--- src/rtl/design_select_ctrl.sv ---
`default_nettype none
// ============================================================================
// design_select_ctrl : break-before-make sequencer for the active design select
// Revision 1.0
// ============================================================================
module design_select_ctrl #(
    parameter int NUM_PROJECTS  = 13,
    parameter int HOLD_CYCLES   = 4,
    parameter int SETTLE_CYCLES = 8,
    parameter int IDX_W         = $clog2(NUM_PROJECTS + 1)
) (
    input  logic                  clk,
    input  logic                  n_rst,
    input  logic                  sel_valid,
    input  logic [IDX_W-1:0]      sel_idx,
    output logic                  sel_ready,
    output logic [NUM_PROJECTS:1] designs_cs,
    output logic [IDX_W-1:0]      active_idx,
    output logic                  busy,
    output logic                  sel_err
);

    localparam int MAX_CYCLES = (HOLD_CYCLES > SETTLE_CYCLES) ? HOLD_CYCLES : SETTLE_CYCLES;
    localparam int CNT_W      = $clog2(MAX_CYCLES + 1);

    localparam logic [CNT_W-1:0] HOLD_INIT   = CNT_W'(HOLD_CYCLES - 1);
    localparam logic [CNT_W-1:0] SETTLE_INIT = CNT_W'(SETTLE_CYCLES - 1);
    localparam logic [IDX_W-1:0] MAX_IDX     = IDX_W'(NUM_PROJECTS);

    typedef enum logic [1:0] {
        IDLE    = 2'd0,
        ISOLATE = 2'd1,
        SWITCH  = 2'd2,
        RELEASE = 2'd3
    } state_t;

    state_t                state, state_nxt;
    logic [IDX_W-1:0]      target, target_nxt;
    logic [CNT_W-1:0]      counter, counter_nxt;
    logic [NUM_PROJECTS:1] cs_nxt;
    logic [NUM_PROJECTS:1] release_mask;
    logic [IDX_W-1:0]      active_nxt;
    logic                  err_nxt;

    always_ff @(posedge clk or negedge n_rst) begin
        if (!n_rst) begin
            state      <= IDLE;
            target     <= '0;
            counter    <= '0;
            designs_cs <= '1;
            active_idx <= '0;
            sel_err    <= 1'b0;
        end else begin
            state      <= state_nxt;
            target     <= target_nxt;
            counter    <= counter_nxt;
            designs_cs <= cs_nxt;
            active_idx <= active_nxt;
            sel_err    <= err_nxt;
        end
    end

    // Only the target's bit is cleared, so at most one design is ever live.
    always_comb begin
        release_mask = '1;
        for (int i = 1; i <= NUM_PROJECTS; i++) begin
            release_mask[i] = (IDX_W'(i) != target);
        end
    end

    always_comb begin
        state_nxt   = state;
        target_nxt  = target;
        counter_nxt = counter;
        cs_nxt      = designs_cs;
        active_nxt  = active_idx;
        err_nxt     = 1'b0;
        case (state)
            IDLE: begin
                if (sel_valid) begin
                    if (sel_idx > MAX_IDX) begin
                        err_nxt = 1'b1;
                    end else begin
                        target_nxt  = sel_idx;
                        cs_nxt      = '1;
                        counter_nxt = HOLD_INIT;
                        state_nxt   = ISOLATE;
                    end
                end
            end
            ISOLATE: begin
                if (counter == '0) begin
                    state_nxt = SWITCH;
                end else begin
                    counter_nxt = counter - CNT_W'(1);
                end
            end
            SWITCH: begin
                // Pads move only while every design is isolated.
                active_nxt = target;
                if (target == '0) begin
                    state_nxt = IDLE;
                end else begin
                    counter_nxt = SETTLE_INIT;
                    state_nxt   = RELEASE;
                end
            end
            RELEASE: begin
                if (counter == '0) begin
                    cs_nxt    = release_mask;
                    state_nxt = IDLE;
                end else begin
                    counter_nxt = counter - CNT_W'(1);
                end
            end
            default: state_nxt = IDLE;
        endcase
    end

    assign sel_ready = (state == IDLE);
    assign busy      = (state != IDLE);

endmodule
`default_nettype wire

--- config.mk ---
export PLATFORM = sky130hd
export DESIGN_NAME = design_select_ctrl
export DESIGN_NICKNAME = d
export VERILOG_FILES = /design/src/rtl/design_select_ctrl.sv
export SDC_FILE = /design/constraint.sdc
export NUM_CORES = 1
export LEC_CHECK = 0
export ABC_CLOCK_PERIOD_IN_PS = 4810
export CAP_MARGIN = 20
export CORE_MARGIN = 2
export CORE_UTILIZATION = 55
export CTS_BUF_LIST = sky130_fd_sc_hd__clkbuf_2
export CTS_CLUSTER_SIZE = 8
export DETAILED_ROUTE_END_ITERATION = 16
export PLACE_DENSITY = 0.86
export SLEW_MARGIN = 40
export SYNTH_ARGS = -nofsm -noshare
export SYNTH_HDL_FRONTEND = slang
export SYNTH_SLANG_ARGS = --single-unit
--- constraint.sdc ---
create_clock -name clk -period 4.81 [get_ports clk]
set_clock_uncertainty 0.2 [all_clocks]
set_input_delay 0.481 -clock clk [delete_from_list [all_inputs] [get_ports clk]]
set_output_delay 0.481 -clock clk [all_outputs]
set_load 0.05 [all_outputs]
==> results.json, run 1 <==
{
  "outcome": "finished clean",
  "synth_nets": 121,
  "ant_nets": 0,
  "yosysSeqAreaShare_pct": 57.94,
  "drive_gt1_share_pct": 21.28,
  "n_antenna_cell": 0,
  "post_drt_wl_per_cell_um": 12.98,
  "power_density_nw_per_um2": 611.3,
  "place_congestion": 0.8291,
  "busiest_layer": "met2",
  "cts_root_buf": "clkbuf_2",
  "setup_viol": 0,
  "final_common_cell": "clkdlybuf4s50_1",
  "synth_area_um2": 1237,
  "clock_tree.buffer_depth": 2,
  "track_usage_pct": 19.13,
  "drv_cap": 0,
  "yosysWarnings": 0,
  "die_area_um2": 2645,
  "vias": 940,
  "cpPeakStageDelay_ns": 0.80,
  "finalHoldViolCount": 0,
  "fin_cells": 169,
  "num_rows": 17,
  "grt-ovfl-total": 0,
  "num-fill-cells": 160,
  "relSlewSlack_pct": 61.38,
  "hold_class": "primary input to async pin",
  "antenna_found_initial": 0,
  "dp_cells": 165,
  "fp.dieH_um": 51.43,
  "wl_um": 2194,
  "critPathBufInv": 2,
  "crit_chain": "or2_2, inv_1, clkdlybuf4s50_1",
  "fp.dieW_um": 51.43,
  "required_ns": 4.13,
  "critPathTopFamily": "buffers and inverters",
  "fin_crit_sh_pct": 58.83,
  "ys_types": 33,
  "drc": 0,
  "nets": 150,
  "synth.area.top_cells": "dfrtp_1 30%, dfstp_2 28%, nor2_1 6.1%",
  "pin_count": 27,
  "grt_use_met2_pct": 29.91,
  "max_freq_ghz": 0.3534,
  "portBuffers": 26,
  "rsz0062_at_grt": "no",
  "first_iter_violations": 24,
  "path_class": "register to output pin",
  "cts-resized-gates": 0,
  "period_needed_ns": 2.830,
  "cpMaxStageDelayCell": "clkdlybuf4s50_1",
  "endpoint_kind": "output pin",
  "synth_top_area_share_pct": 30.33,
  "cts_tree": "built",
  "cts_setup_buffers": 0,
  "grt_max_degree": 29,
  "setup_tns_ns": 0,
  "synth_top_area_cell": "dfrtp_1",
  "coreArea_um2": 2170,
  "final_cell_mix": "26 x clkdlybuf4s50_1, 20 x nor2_1, 15 x dfrtp_1",
  "cts_sinks": 28,
  "cts_made_buffers": 3,
  "area_growth_pct": 25.48,
  "grtUsageMet1_pct": 27.31,
  "dpl.hpwl_um": 1644,
  "firstDrtPassIters": 5,
  "cp-start-kind": "register",
  "rrSetupSlack_ns": 2.56,
  "tightestPinTransition_ns": 0.5794,
  "start_util_pct": 57.04,
  "critical_path_peak_fanout": 12,
  "leakage_nw": 0.6509,
  "syn-instance-count": 113,
  "viasPerCell": 5.562,
  "first_global_vias": 860,
  "syn_area_per_cell_um2": 10.95,
  "clk_pin_slew_ns": 0.24,
  "slew_violations": 0,
  "use_met3_pct": 2.924,
  "grt_pass1_wl_um": 3808,
  "ys_seq_elements": 28,
  "clk-insertion-delay-late_ns": 0.34,
  "ir_worst_vdd_mv": 0.5647,
  "arrival_ns": 2.15,
  "holdBufCountCts": 0,
  "ctsHtreeMaxLevel": 1
}
==> path summary, 6_finish.rpt <==
kind                          startpoint             end  cells past startpoint
setup / recovery                state[0]       sel_ready                      3
hold / removal                     n_rst       target[0]                      2
setup reg to reg              counter[0]  designs_cs[13]                      6
hold reg to reg            active_idx[1]   active_idx[1]                      2
max in group asynchronous          n_rst  designs_cs[12]                      2
min in group clk           active_idx[1]   active_idx[1]                      2
==> report_power, final <==
part | total [mW] | leakage (nW) | internal (mW) | switching, mW
logic | 0.465 | 0.319 | 0.183 | 0.282
clock network | 0.0815 | 0.0140 | 0.0181 | 0.0635
registers | 0.403 | 0.318 | 0.328 | 0.0749
==> worst register-to-register path, stage by stage, from the launching register on <==
cell	delay, ns
dfrtp_1	0.46
inv_1	0.07
ha_1	0.21
or3b_2	0.53
o22ai_4	0.45
nor2_1	0.08
a41oi_1	0.19
==> synth_stat cells <==
cell / n
nor2_1: 20
dfrtp_1: 15
dfstp_2: 13
a31oi_1: 11
mux2_2: 6
nand3_1: 6
inv_1: 5
nand2_1: 4
nor3_1: 3
o21ai_0: 3
a41oi_1: 2
buf_2: 2
nor2b_1: 2
o21a_1: 2
a21boi_0: 1
a21o_1: 1
a21oi_1: 1
a311o_1: 1
a31o_2: 1
a32o_1: 1
and2b_1: 1
and3_1: 1
and3_4: 1
clkbuf_1: 1
ha_1: 1
nand2b_1: 1
o211ai_1: 1
o22ai_2: 1
or2_2: 1
or2_4: 1
or3b_1: 1
or3b_2: 1
or4_4: 1
==> area by class of cell <==
| cell class | count | area [um^2] | area share [%] |
|---|---|---|---|
| clock buffer | 3 | 15.01 | 0.9670 |
| clock inverter | 1 | 3.754 | 0.2417 |
| inverter | 5 | 18.77 | 1.209 |
| multi-input combinational | 77 | 495.5 | 31.91 |
| sequential | 28 | 716.9 | 46.17 |
| tap | 28 | 35.03 | 2.256 |
| timing repair buffer | 27 | 267.8 | 17.24 |
==> flip-flops by register name, summed over array words and instances (netlist names) <==
signal,flops
target,4
active_idx,4
sel_err,1
counter,4
designs_cs,13
state,2
==> metal layers <==
layer / vias to the layer above / wire (um)
met5: - / 0
met1: 448 / 1025
met2: 28 / 1043
li1: 462 / -
met4: 0 / 14
met3: 2 / 110
==> through the flow <==
| stage | setup slack, ns | hold WS (ns) | instance area [um^2] | power [mW] | util [%] |
|---|---|---|---|---|---|
| after floorplan | 2.608 | -0.01459 | 1237 | 0.7348 | - |
| after global placement | 2.180 | 0.2660 | 1526 | 0.8556 | 70.36 |
| after detailed placement | 2.129 | 0.2711 | 1526 | 0.8706 | 70.36 |
| after CTS | 1.968 | 0.2712 | 1545 | 0.9510 | 71.22 |
| after global routing | 1.865 | 0.2459 | 1553 | 1.012 | 71.57 |
| final | 1.980 | 0.2742 | 1553 | 0.9491 | 71.57 |
==> cell families after synthesis <==
kind of cell | after synthesis | synth area share (%)
adders and majority gates | 1 | 1.011
DFF | 28 | 57.94
buffers and inverters | 8 | 2.629
muxes | 6 | 5.460
AOI/OAI and AO/OA | 26 | 14.96
and+or+nand+nor | 44 | 18.00
Note: power is estimated with default switching activity, not from simulation.
==> run 2, diff against run 1 <==
ABC_CLOCK_PERIOD_IN_PS = 2710   (was 4810)
CORE_UTILIZATION = 51   (was 55)
PLACE_DENSITY = 0.8   (was 0.86)
clock period = 2.71 ns   (was 4.81 ns; I/O delays follow)
==> run 2 against run 1 <==
Critical path depth unchanged. Combinational power is 78% higher. Largest power group unchanged. Sequential power grew 78%. Clock-buffer cell count stayed put. Non-clock buffer count is 1 higher. Critical path type unchanged. Flip-flop and latch count unchanged. Total power rose by 78%.
==> results.json, run 2 (synthesis results as in run 1) <==
{
  "viasPerCell": 5.594,
  "max_freq_ghz": 0.3845,
  "required_ns": 2.24,
  "crit_chain": "or2_2, inv_1, clkdlybuf4s50_1",
  "cts_sinks": 28,
  "fp.dieH_um": 53.26,
  "die_area_um2": 2836,
  "coreArea_um2": 2255,
  "power_density_nw_per_um2": 1090,
  "cts_tree": "built",
  "arrival_ns": 2.13,
  "first_global_vias": 948,
  "antenna_found_initial": 0,
  "area_growth_pct": 25.48,
  "pin_count": 27,
  "grt_pass1_wl_um": 4209,
  "setup_slack_ns": 0.1092,
  "cpMaxStageDelayCell": "clkdlybuf4s50_1",
  "largest_reg_flops": 13,
  "track_usage_pct": 20.73,
  "drive_gt1_share_pct": 21.83,
  "fp.dieW_um": 53.26,
  "outcome": "finished clean",
  "n_antenna_cell": 0,
  "fin_crit_sh_pct": 95.97,
  "num_rows": 17,
  "first_iter_violations": 23,
  "vias": 951,
  "routed-wl-met3_um": 100,
  "m1WireLength_um": 1106,
  "critical_path_peak_fanout": 12,
  "firstDrtPassIters": 4,
  "relSlewSlack_pct": 66.49,
  "slew_violations": 0,
  "setup_viol": 0,
  "cts-resized-gates": 0,
  "cts_root_buf": "clkbuf_2",
  "place_congestion": 0.8324,
  "final_common_cell": "clkdlybuf4s50_1",
  "tightestPinTransition_ns": 0.5011,
  "cts_setup_buffers": 0,
  "rsz0062_at_grt": "no",
  "nets": 151,
  "wl_um": 2415,
  "top_register": "designs_cs",
  "route.met2.wl_um": 1187,
  "critPathBufInv": 2,
  "dp_slack_ns": 0.5275,
  "cp-start-kind": "register",
  "grt_max_degree": 29,
  "leakage_nw": 0.6565,
  "start_util_pct": 54.88,
  "critPathTopFamily": "buffers and inverters",
  "drc": 0,
  "grt-ovfl-total": 0,
  "holdBufCountCts": 0,
  "routed.top_layer": "met4",
  "cts_made_buffers": 3,
  "finalHoldViolCount": 0,
  "cpPeakStageDelay_ns": 0.80,
  "clk_pin_slew_ns": 0.24,
  "post_drt_wl_per_cell_um": 14.21,
  "endpoint_kind": "output pin",
  "ant_nets": 0,
  "dpl.hpwl_um": 1837,
  "final_cell_mix": "26 x clkdlybuf4s50_1, 20 x nor2_1, 15 x dfrtp_1",
  "ir_worst_vdd_mv": 0.7074,
  "drv_cap": 0,
  "path_class": "register to output pin",
  "setup_tns_ns": 0,
  "period_needed_ns": 2.601,
  "clock_tree.buffer_depth": 2,
  "hold_class": "primary input to async pin",
  "clk-insertion-delay-late_ns": 0.34,
  "ctsHtreeMaxLevel": 1,
  "portBuffers": 26
}
run 2: through the flow:
stage               util (%)  cells  hold WS [ns]  total power, mW  instance area (um^2)
floorplan                  -    113       -0.2246            1.304                  1237
global placement       68.04    166        0.2677            1.532                  1534
detailed placement     68.04    166        0.2748            1.558                  1534
CTS                    68.87    170       0.04873            1.703                  1553
global route           68.87    170       0.04198            1.809                  1553
finish                 68.87    170       0.05418            1.692                  1553
run 2: power by group:
part	leakage, nW	switching (mW)	internal (mW)	total [mW]
clock	0.0140	0.112	0.0321	0.145
sequential	0.318	0.136	0.582	0.718
combinational	0.325	0.505	0.324	0.829
total	0.657	0.754	0.938	1.69
run 2: final cells by class:
cell class                      count  area, um^2
Timing Repair Buffer               28       275.3
Multi-Input combinational cell     77       488.0
Sequential cell                    28       716.9
Inverter                            5       18.77
Clock inverter                      1       3.754
Tap cell                           28       35.03
Fill cell                         190       701.9
Clock buffer                        3       15.01
run 2: final timing paths:
| check | to | cells after the start | slack, ns | from |
|---|---|---|---|---|
| max in group asynchronous | designs_cs[8] | 2 | 1.95 | n_rst |
| min in group clk | active_idx[1] | 2 | 0.31 | active_idx[1] |
| hold / removal | active_idx[1] | 2 | 0.05 | n_rst |
| setup reg to reg | designs_cs[13] | 7 | 0.61 | counter[0] |
| hold reg to reg | active_idx[1] | 2 | 0.31 | active_idx[1] |
| setup / recovery | sel_ready | 3 | 0.11 | state[0] |
run 2: routing by layer:
layer / GRT usage (%) / up-vias
met5: 0 / -
met4: 7.692 / 0
met3: 2.542 / 4
met2: 35.39 / 25
met1: 26.78 / 457
li1: - / 465
